<file path="config.mk">
export PLATFORM = sky130hd
export DESIGN_NAME = connect4_pin_rx
export DESIGN_NICKNAME = d
export VERILOG_FILES = /design/src/rtl/connect4_pin_rx.sv
export SDC_FILE = /design/constraint.sdc
export NUM_CORES = 1
export LEC_CHECK = 0
export ABC_CLOCK_PERIOD_IN_PS = 2200
export CORE_AREA = 2 2 78 80
export DETAILED_ROUTE_END_ITERATION = 6
export DIE_AREA = 0 0 80 82
export PLACE_DENSITY = 0.57
export SLEW_MARGIN = 30
export SYNTH_ARGS = -nofsm -noshare
export SYNTH_HDL_FRONTEND = slang
export SYNTH_SLANG_ARGS = --single-unit
</file>
<file path="constraint.sdc">
create_clock -name clk -period 2.2 [get_ports clk]
set_input_delay 0.44 -clock clk [delete_from_list [all_inputs] [get_ports clk]]
set_output_delay 0.44 -clock clk [all_outputs]
set_load 0.005 [all_outputs]
</file>
<file path="src/rtl/connect4_pin_rx.sv">
// connect4_pin_rx: receiver for the 8-pin connect4 board link.
// Synchronizes pin_in, detects row strobes, assembles four 4-bit rows into a
// shadow board and commits it to gameboard_rx once all rows arrive in order.
// Optional build macro CONNECT4_RX_TIMEOUT_EN adds an inter-row timeout.
//
// state  | meaning
// IDLE   | waiting for a row-0 strobe with the frame-start pin set
// RECV   | frame in progress, waiting for row exp_q
// COMMIT | one cycle: shadow copied to gameboard_rx, frame_done pulsed
module connect4_pin_rx #(
    parameter int SYNC_STAGES = 2,
    parameter int TIMEOUT_CYC = 1000
) (
    input  logic        clk,
    input  logic        reset,
    input  logic [7:0]  pin_in,
    output logic [15:0] gameboard_rx,
    output logic        frame_done,
    output logic        frame_err,
    output logic        busy
);

    typedef enum logic [1:0] {IDLE, RECV, COMMIT} state_t;

    if (SYNC_STAGES < 2 || TIMEOUT_CYC < 1) begin : g_bad_param
        $error("connect4_pin_rx: SYNC_STAGES must be >= 2 and TIMEOUT_CYC >= 1");
    end

    logic [7:0]             sync_q [SYNC_STAGES];
    logic [SYNC_STAGES-1:0] valid_q;
    logic                   strobe_prev_q;

    state_t      state_q;
    logic [15:0] shadow_q;
    logic [1:0]  exp_q;
    logic [15:0] gameboard_q;
    logic        frame_done_q;
    logic        frame_err_q;
    logic        busy_q;

    logic [7:0] pins_s;
    logic       sample_valid;
    logic       accept;
    logic       acc_start;
    logic [1:0] acc_idx;
    logic [3:0] acc_data;
    logic       acc_frame_start;
    logic       timeout_hit;

    assign pins_s          = sync_q[SYNC_STAGES-1];
    assign sample_valid    = valid_q[SYNC_STAGES-1];
    assign acc_start       = pins_s[7];
    assign acc_idx         = pins_s[5:4];
    assign acc_data        = pins_s[3:0];
    assign accept          = sample_valid & pins_s[6] & ~strobe_prev_q;
    assign acc_frame_start = acc_start && (acc_idx == 2'd0);

    // Pin synchronizer and strobe edge detector. valid_q marks stages that
    // hold post-reset samples; until the chain is full the previous strobe is
    // treated as high, so a strobe already asserted at reset release is not an edge.
    always_ff @(posedge clk or posedge reset) begin
        if (reset) begin
            for (int i = 0; i < SYNC_STAGES; i++) sync_q[i] <= '0;
            valid_q       <= '0;
            strobe_prev_q <= 1'b0;
        end else begin
            sync_q[0] <= pin_in;
            for (int i = 1; i < SYNC_STAGES; i++) sync_q[i] <= sync_q[i-1];
            valid_q       <= {valid_q[SYNC_STAGES-2:0], 1'b1};
            strobe_prev_q <= sample_valid ? pins_s[6] : 1'b1;
        end
    end

`ifdef CONNECT4_RX_TIMEOUT_EN
    localparam int TW = $clog2(TIMEOUT_CYC + 1);
    logic [TW-1:0] to_cnt_q;

    // Inter-row timer: cleared by any accept, counts in RECV, saturates.
    always_ff @(posedge clk or posedge reset) begin
        if (reset) begin
            to_cnt_q <= '0;
        end else if (accept) begin
            to_cnt_q <= '0;
        end else if (state_q == RECV && to_cnt_q != TW'(TIMEOUT_CYC)) begin
            to_cnt_q <= to_cnt_q + 1'b1;
        end
    end

    // Fires on the cycle the counter steps onto TIMEOUT_CYC.
    assign timeout_hit = (state_q == RECV) && !accept && (to_cnt_q == TW'(TIMEOUT_CYC - 1));
`else
    assign timeout_hit = 1'b0;
`endif

    // Frame FSM with registered outputs; COMMIT also services a new frame start.
    always_ff @(posedge clk or posedge reset) begin
        if (reset) begin
            state_q      <= IDLE;
            shadow_q     <= '0;
            exp_q        <= 2'd0;
            gameboard_q  <= '0;
            frame_done_q <= 1'b0;
            frame_err_q  <= 1'b0;
            busy_q       <= 1'b0;
        end else begin
            frame_done_q <= 1'b0;
            frame_err_q  <= 1'b0;
            case (state_q)
                IDLE, COMMIT: begin
                    if (state_q == COMMIT) begin
                        gameboard_q  <= shadow_q;
                        frame_done_q <= 1'b1;
                    end
                    if (accept && acc_frame_start) begin
                        shadow_q <= {12'h000, acc_data};
                        exp_q    <= 2'd1;
                        state_q  <= RECV;
                        busy_q   <= 1'b1;
                    end else begin
                        state_q  <= IDLE;
                        busy_q   <= 1'b0;
                    end
                end
                RECV: begin
                    if (accept) begin
                        if (acc_frame_start) begin
                            frame_err_q <= 1'b1;
                            shadow_q    <= {12'h000, acc_data};
                            exp_q       <= 2'd1;
                            busy_q      <= 1'b1;
                        end else if (!acc_start && acc_idx == exp_q) begin
                            shadow_q[{acc_idx, 2'b00} +: 4] <= acc_data;
                            exp_q <= exp_q + 2'd1;
                            if (acc_idx == 2'd3) begin
                                state_q <= COMMIT;
                                busy_q  <= 1'b0;
                            end
                        end else begin
                            frame_err_q <= 1'b1;
                            shadow_q    <= '0;
                            exp_q       <= 2'd0;
                            state_q     <= IDLE;
                            busy_q      <= 1'b0;
                        end
                    end else if (timeout_hit) begin
                        frame_err_q <= 1'b1;
                        shadow_q    <= '0;
                        exp_q       <= 2'd0;
                        state_q     <= IDLE;
                        busy_q      <= 1'b0;
                    end
                end
                default: begin
                    state_q <= IDLE;
                    busy_q  <= 1'b0;
                end
            endcase
        end
    end

    assign gameboard_rx = gameboard_q;
    assign frame_done   = frame_done_q;
    assign frame_err    = frame_err_q;
    assign busy         = busy_q;

endmodule

</file>
==> flow_summary.json, run 1 <==
{
  "viasPerCell": 5.13,
  "max_freq_mhz": 518,
  "synth.cell_area_um2": 2250,
  "holdPathStages": 0,
  "slew_headroom_pct": 66.7,
  "intPower_uw": 1610,
  "postCtsHoldBufs": 0,
  "endpoint_kind": "register",
  "dieArea_um2": 6560,
  "antenna_found_initial": 0,
  "hold_path.class": "register to register",
  "seqPwrFrac_pct": 54.3,
  "synth-edff-count": 0,
  "r2r_cells": 6,
  "avgSynthCellArea_um2": 14.7,
  "ios": 29,
  "antenna_cells": 0,
  "worstMarginPinSlew_ns": 0.495,
  "min-delay-start": "sync_q[11]$_DFF_PP0_",
  "drt_iter0_markers": 43,
  "drtPass1Iterations": 4,
  "grt.total_usage_pct": 14.2,
  "p_leak_uw": 0.00128,
  "finalWirelength_mm": 4.13,
  "insertion_delay_ns": 0.32,
  "fp-row-count": 28,
  "synth_seq_area_share_pct": 64.6,
  "syn-num-nets": 169,
  "p_total_uw": 2110,
  "combPwrFrac_pct": 6.9,
  "vias": 1396,
  "synth_top_area_share_pct": 64.6,
  "grt_remaining_overflow": 0,
  "die_x_um": 80,
  "fin_crit_ns": 1.93,
  "h-tree-depth": 3,
  "setup_viol": 0,
  "core_um2": 5750,
  "yosys_register_bits": 58,
  "synth.distinct_cells": 35,
  "rsz0062_at_grt": "no",
  "yosys-top-cells-count": "58 x dfrtp_1, 12 x a22o_1, 11 x mux2_2",
  "fin_util_pct": 48.9,
  "grt_max_degree": 59,
  "clockBufferDepth": 2,
  "cap_violations": 0,
  "syn_inst": 153,
  "cp-start-kind": "register",
  "min_period_over_period_pct": 87.7,
  "outcome": "complete, no violations",
  "synth_area_leaders": "dfrtp_1 65%, mux2_2 5.5%, a22o_1 4.7%",
  "holdPathEnd": "pins_s[3]$_DFF_PP0_",
  "cts_repair_resize_count": 0,
  "gp_congestion": 0.821,
  "worstPathMaxFanout": 5,
  "syn_to_final_growth_pct": 24.9,
  "async_flop_share_pct": 100,
  "start_util_pct": 39.1,
  "worstPathRequired_ns": 2.46,
  "hold_violations": 0,
  "ant_nets": 0,
  "finalNetCount": 208,
  "grt_pass1_wl_mm": 6.80,
  "fin_ws_ns": 0.270,
  "synth_top_cell_by_area": "dfrtp_1",
  "worst-setup-path-type": "register to register",
  "die_y_um": 82,
  "regToRegStartpoint": "pins_s[5]$_DFF_PP0_",
  "power_density_nw_per_um2": 751,
  "slew_viol_final": 0,
  "grt_pass1_vias": 1456,
  "ctsRootBufferMaster": "clkbuf_8",
  "rrSetupSlack_ns": 0.27,
  "cts_setup_buffers": 0,
  "crit_path_start": "pins_s[5]$_DFF_PP0_",
  "dpl_worst_slack_ns": 0.282,
  "swShare_pct": 23.5,
  "r2r_end": "shadow_q[0]$_DFFE_PP0P_",
  "yosysWarningCount": 0,
  "p_sw_uw": 495,
  "portBuffers": 28,
  "yosysMostFrequentCell": "dfrtp_1",
  "cts_tree": "yes",
  "cts_buffers": 9,
  "drive_above_1_share_pct": 17.8,
  "worstPathArrival_ns": 2.19,
  "drc": 0,
  "clkPwrFrac_pct": 38.8,
  "hpwl_mm": 2.92,
  "wl_per_cell_um": 15.2,
  "clkSinkCount": 58,
  "ys.flop_type": "dfrtp_1",
  "skew_ns": 0.00841,
  "ir_drop_uv": 456,
  "fin_tns_setup_ns": 0,
  "clk_pin_slew_worst_paths_ns": 0.06
}
## cells in the final DEF (no fill, tap or decap), types with 5 or more instances in the layout
master           instances
clkdlybuf4s50_1         28
ha_1                     6
nor2_1                   6
mux2_1                   5
mux2_2                  11
dfrtp_1                 58
clkbuf_8                10
inv_1                    5
a22o_1                  12
## registers in the layout (all words and copies together) (netlist names)
signal / flops
state_q: 2
exp_q: 2
frame_err: 1
pins_s: 8
frame_done: 1
gameboard_rx: 16
strobe_prev_q: 1
busy: 1
shadow_q: 16
valid_q: 2
sync_q: 8
## worst max-delay path by stage
stage                              endpoint
finish              shadow_q[0]$_DFFE_PP0P_
global route        shadow_q[0]$_DFFE_PP0P_
CTS                 shadow_q[0]$_DFFE_PP0P_
detailed placement  shadow_q[0]$_DFFE_PP0P_
global placement    shadow_q[2]$_DFFE_PP0P_
floorplan                  busy$_DFFE_PP0P_
## area by class of cell
cell class	instances	area, µm²
clock buffer	14	153
clock inverter	2	12.5
fill	514	2940
inverter	6	22.5
multi-input combinational	86	759
sequential	58	1450
tap	75	93.8
timing repair buffer	31	315
## logic make-up after synthesis
kind of cell	synth area share [%]
other	0.167
DFF	64.6
buffers and inverters	1.67
xor gates and xnor gates	1.45
muxes	8.46
adders and majority gates	3.34
and+or+nand+nor	10.5
AOI/OAI and AO/OA	9.85
## power by group through the flow
stage,sequential (µW),combinational (µW),clock (µW)
final,1140,146,818
after global routing,1150,161,897
after CTS,1150,148,848
after detailed placement,1160,148,0
after global placement,1160,139,0
after floorplan,1150,104,0
## per-stage QoR
stage / hold slack [ns] / instances / area, µm²
2_1_floorplan: 0.331 / 153 / 2250
3_3_place_gp: 0.333 / 256 / 2640
3_5_place_dp: 0.337 / 256 / 2640
4_1_cts: 0.349 / 272 / 2810
5_1_grt: 0.358 / 272 / 2810
6_report: 0.348 / 272 / 2810
## per-layer routing
layer  track usage (%)  part of all wire (%)  up-vias
li1                  -                     -      638
met1              16.5                    42      696
met2              22.7                    50       50
met3              4.73                   5.3       12
met4              9.32                   2.4        0
met5                 0                     0        -
## worst max-delay path, stage by stage, from the launching register on
cell and delay, ns:
dfrtp_1 0.44, inv_1 0.12, ha_1 0.34, nor4b_1 0.30
a21oi_1 0.10, nor3_1 0.37, a32o_1 0.19
Note: power is estimated with default switching activity, not from simulation.
==> run 2, diff against run 1 <==
--- a/config.mk
+++ b/config.mk
@@ -5,10 +5,12 @@
 export SDC_FILE = /design/constraint.sdc
 export NUM_CORES = 1
 export LEC_CHECK = 0
+export ABC_AREA = 1
 export ABC_CLOCK_PERIOD_IN_PS = 2200
-export CORE_AREA = 2 2 78 80
+export CORE_AREA = 2 2 82 84
+export CTS_BUF_LIST = sky130_fd_sc_hd__clkbuf_8
 export DETAILED_ROUTE_END_ITERATION = 6
-export DIE_AREA = 0 0 80 82
+export DIE_AREA = 0 0 84 86
 export PLACE_DENSITY = 0.57
 export SLEW_MARGIN = 30
 export SYNTH_ARGS = -nofsm -noshare
==> flow_summary.json, run 2 <==
{
  "antenna_found_initial": 0,
  "yosysWarningCount": 0,
  "hpwl_mm": 3.10,
  "grt_max_degree": 59,
  "dieArea_um2": 7220,
  "cts_buffers": 9,
  "swShare_pct": 25.1,
  "yosys-top-cells-count": "92 x nand2_1, 58 x dfrtp_1, 28 x inv_1",
  "endpoint_kind": "register",
  "die_y_um": 86,
  "cp_top_family": "simple AND/OR/NAND/NOR gates",
  "hold_violations": 0,
  "fp-row-count": 29,
  "min_period_over_period_pct": 82.0,
  "clockBufferDepth": 2,
  "worstPathArrival_ns": 2.05,
  "combPwrFrac_pct": 10.5,
  "synth_top_area_share_pct": 58.3,
  "drive_above_1_share_pct": 10.9,
  "worstPathRequired_ns": 2.44,
  "regArea_um2": 1450,
  "cts_setup_buffers": 0,
  "cts_tree": "yes",
  "final_cells": 388,
  "syn-num-nets": 285,
  "cp-start-kind": "register",
  "core_um2": 6280,
  "ys.flop_type": "dfrtp_1",
  "gp_congestion": 0.852,
  "portBuffers": 28,
  "fin_crit_ns": 1.80,
  "yosys_register_bits": 58,
  "mostFrequentLayoutCells": "92 x nand2_1, 58 x dfrtp_1, 31 x inv_1",
  "syn_inst": 269,
  "cap_violations": 0,
  "outcome": "complete, no violations",
  "clkSinkCount": 58,
  "crit_buf_inv": 2,
  "setup_viol": 0,
  "critPathMostFrequentCell": "nand2_1",
  "wl_per_cell_um": 11.0,
  "multi_input_area_um2": 898,
  "start_util_pct": 39.7,
  "fillers": 621,
  "synth_seq_area_share_pct": 58.3,
  "worstMarginPinSlew_ns": 0.633,
  "drt_iter0_markers": 57,
  "p_total_uw": 2150,
  "grt_pass1_wl_mm": 7.61,
  "h-tree-depth": 3,
  "clkPwrFrac_pct": 35.7,
  "cp_slowest_cell": "dfrtp_1",
  "vias": 1761,
  "postCtsHoldBufs": 0,
  "crit_chain": "inv_2 > ha_1 > nand2_1 > nor2_1 > nand2_1 > nand2_4 > inv_4 > a21oi_4 > nand2_1 > o21ai_0",
  "power_density_nw_per_um2": 706,
  "cts_repair_resize_count": 0,
  "antenna_cells": 0,
  "intPower_uw": 1610,
  "finalWirelength_mm": 4.28,
  "slowest_delay_ns": 0.45,
  "ios": 29,
  "synth.cell_area_um2": 2490,
  "clk_pin_slew_worst_paths_ns": 0.06,
  "ant_nets": 0,
  "grt.total_usage_pct": 13.6,
  "slew_viol_final": 0,
  "skew_ns": 0.00394,
  "p_leak_uw": 0.00147,
  "worstPathMaxFanout": 9,
  "drc": 0,
  "synth.distinct_cells": 24,
  "die_x_um": 84,
  "slew_headroom_pct": 57.8,
  "drtPass1Iterations": 4,
  "rsz0062_at_grt": "no",
  "synth_area_leaders": "dfrtp_1 58%, nand2_1 14%, inv_1 4.2%",
  "hold_path.class": "register to register",
  "fin_tns_setup_ns": 0,
  "viasPerCell": 4.54,
  "grt_pass1_vias": 1722,
  "synth-edff-count": 0,
  "worst-setup-path-type": "register to register",
  "p_sw_uw": 539,
  "async_flop_share_pct": 100,
  "seqPwrFrac_pct": 53.8,
  "syn_to_final_growth_pct": 21.9,
  "place_inst": 374,
  "insertion_delay_ns": 0.32,
  "finalNetCount": 324,
  "synth_top_cell_by_area": "dfrtp_1",
  "avgSynthCellArea_um2": 9.26,
  "max_freq_mhz": 554,
  "layout_commonest_cell": "nand2_1",
  "grt_remaining_overflow": 0,
  "ir_drop_uv": 420,
  "yosysMostFrequentCell": "nand2_1",
  "ctsRootBufferMaster": "clkbuf_8"
}
-- run 2: cell families after synthesis --
logic type               count (synthesis)  share of synthesized area (%)
other                                    1                          0.151
buffers and inverters                   35                           5.68
AND/OR/NAND/NOR                        139                           25.4
adder cells (fa/ha/maj)                  6                           3.01
flip-flops                              58                           58.3
AO/OA/AOI/OAI                           30                           7.53
-- run 2: per-stage QoR --
stage                     worst slack [ns]  utilization (%)  instance area (µm²)  hold WS, ns
after floorplan                      0.332                -                 2490        0.331
after global placement               0.496             46.0                 2890        0.332
after detailed placement             0.401             46.0                 2890        0.335
after CTS                            0.390             48.4                 3040        0.348
after global routing                 0.175             48.4                 3040        0.353
final                                0.396             48.4                 3040        0.346
-- run 2: layout make-up --
cell class / instances / area share, %
well taps: 77 / 3.17
flip-flops and latches: 58 / 47.8
repair buffers: 30 / 10.1
clock buffers: 10 / 4.53
clock inverters: 4 / 0.494
multi-input cells: 176 / 29.6
inverters: 33 / 4.32
-- run 2: metal layers --
layer | wire length, µm | track usage [%]
met1 | 2040 | 16.2
met5 | 0 | 0
met3 | 197 | 4.91
met4 | 73 | 6.16
met2 | 1970 | 22.3
-- run 2: final timing paths --
check,cells past startpoint,slack [ns],startpoint,endpoint
min,0,0.35,sync_q[9]$_DFF_PP0_,pins_s[1]$_DFF_PP0_
max,10,0.40,pins_s[4]$_DFF_PP0_,shadow_q[4]$_DFFE_PP0P_
min reg2reg,0,0.35,sync_q[9]$_DFF_PP0_,pins_s[1]$_DFF_PP0_
max reg2reg,10,0.40,pins_s[4]$_DFF_PP0_,shadow_q[4]$_DFFE_PP0P_
min in group asynchronous,3,0.49,reset,frame_done$_DFF_PP0_
max in group asynchronous,3,1.46,reset,pins_s[7]$_DFF_PP0_
-- run 2: power groups by stage --
| stage | clock, µW | combinational (µW) | sequential (µW) |
|---|---|---|---|
| 5_1_grt | 848 | 258 | 1160 |
| 4_1_cts | 799 | 228 | 1160 |
| 6_report | 766 | 224 | 1160 |
| 2_1_floorplan | 0 | 167 | 1160 |
| 3_5_place_dp | 0 | 227 | 1170 |
| 3_3_place_gp | 0 | 223 | 1170 |
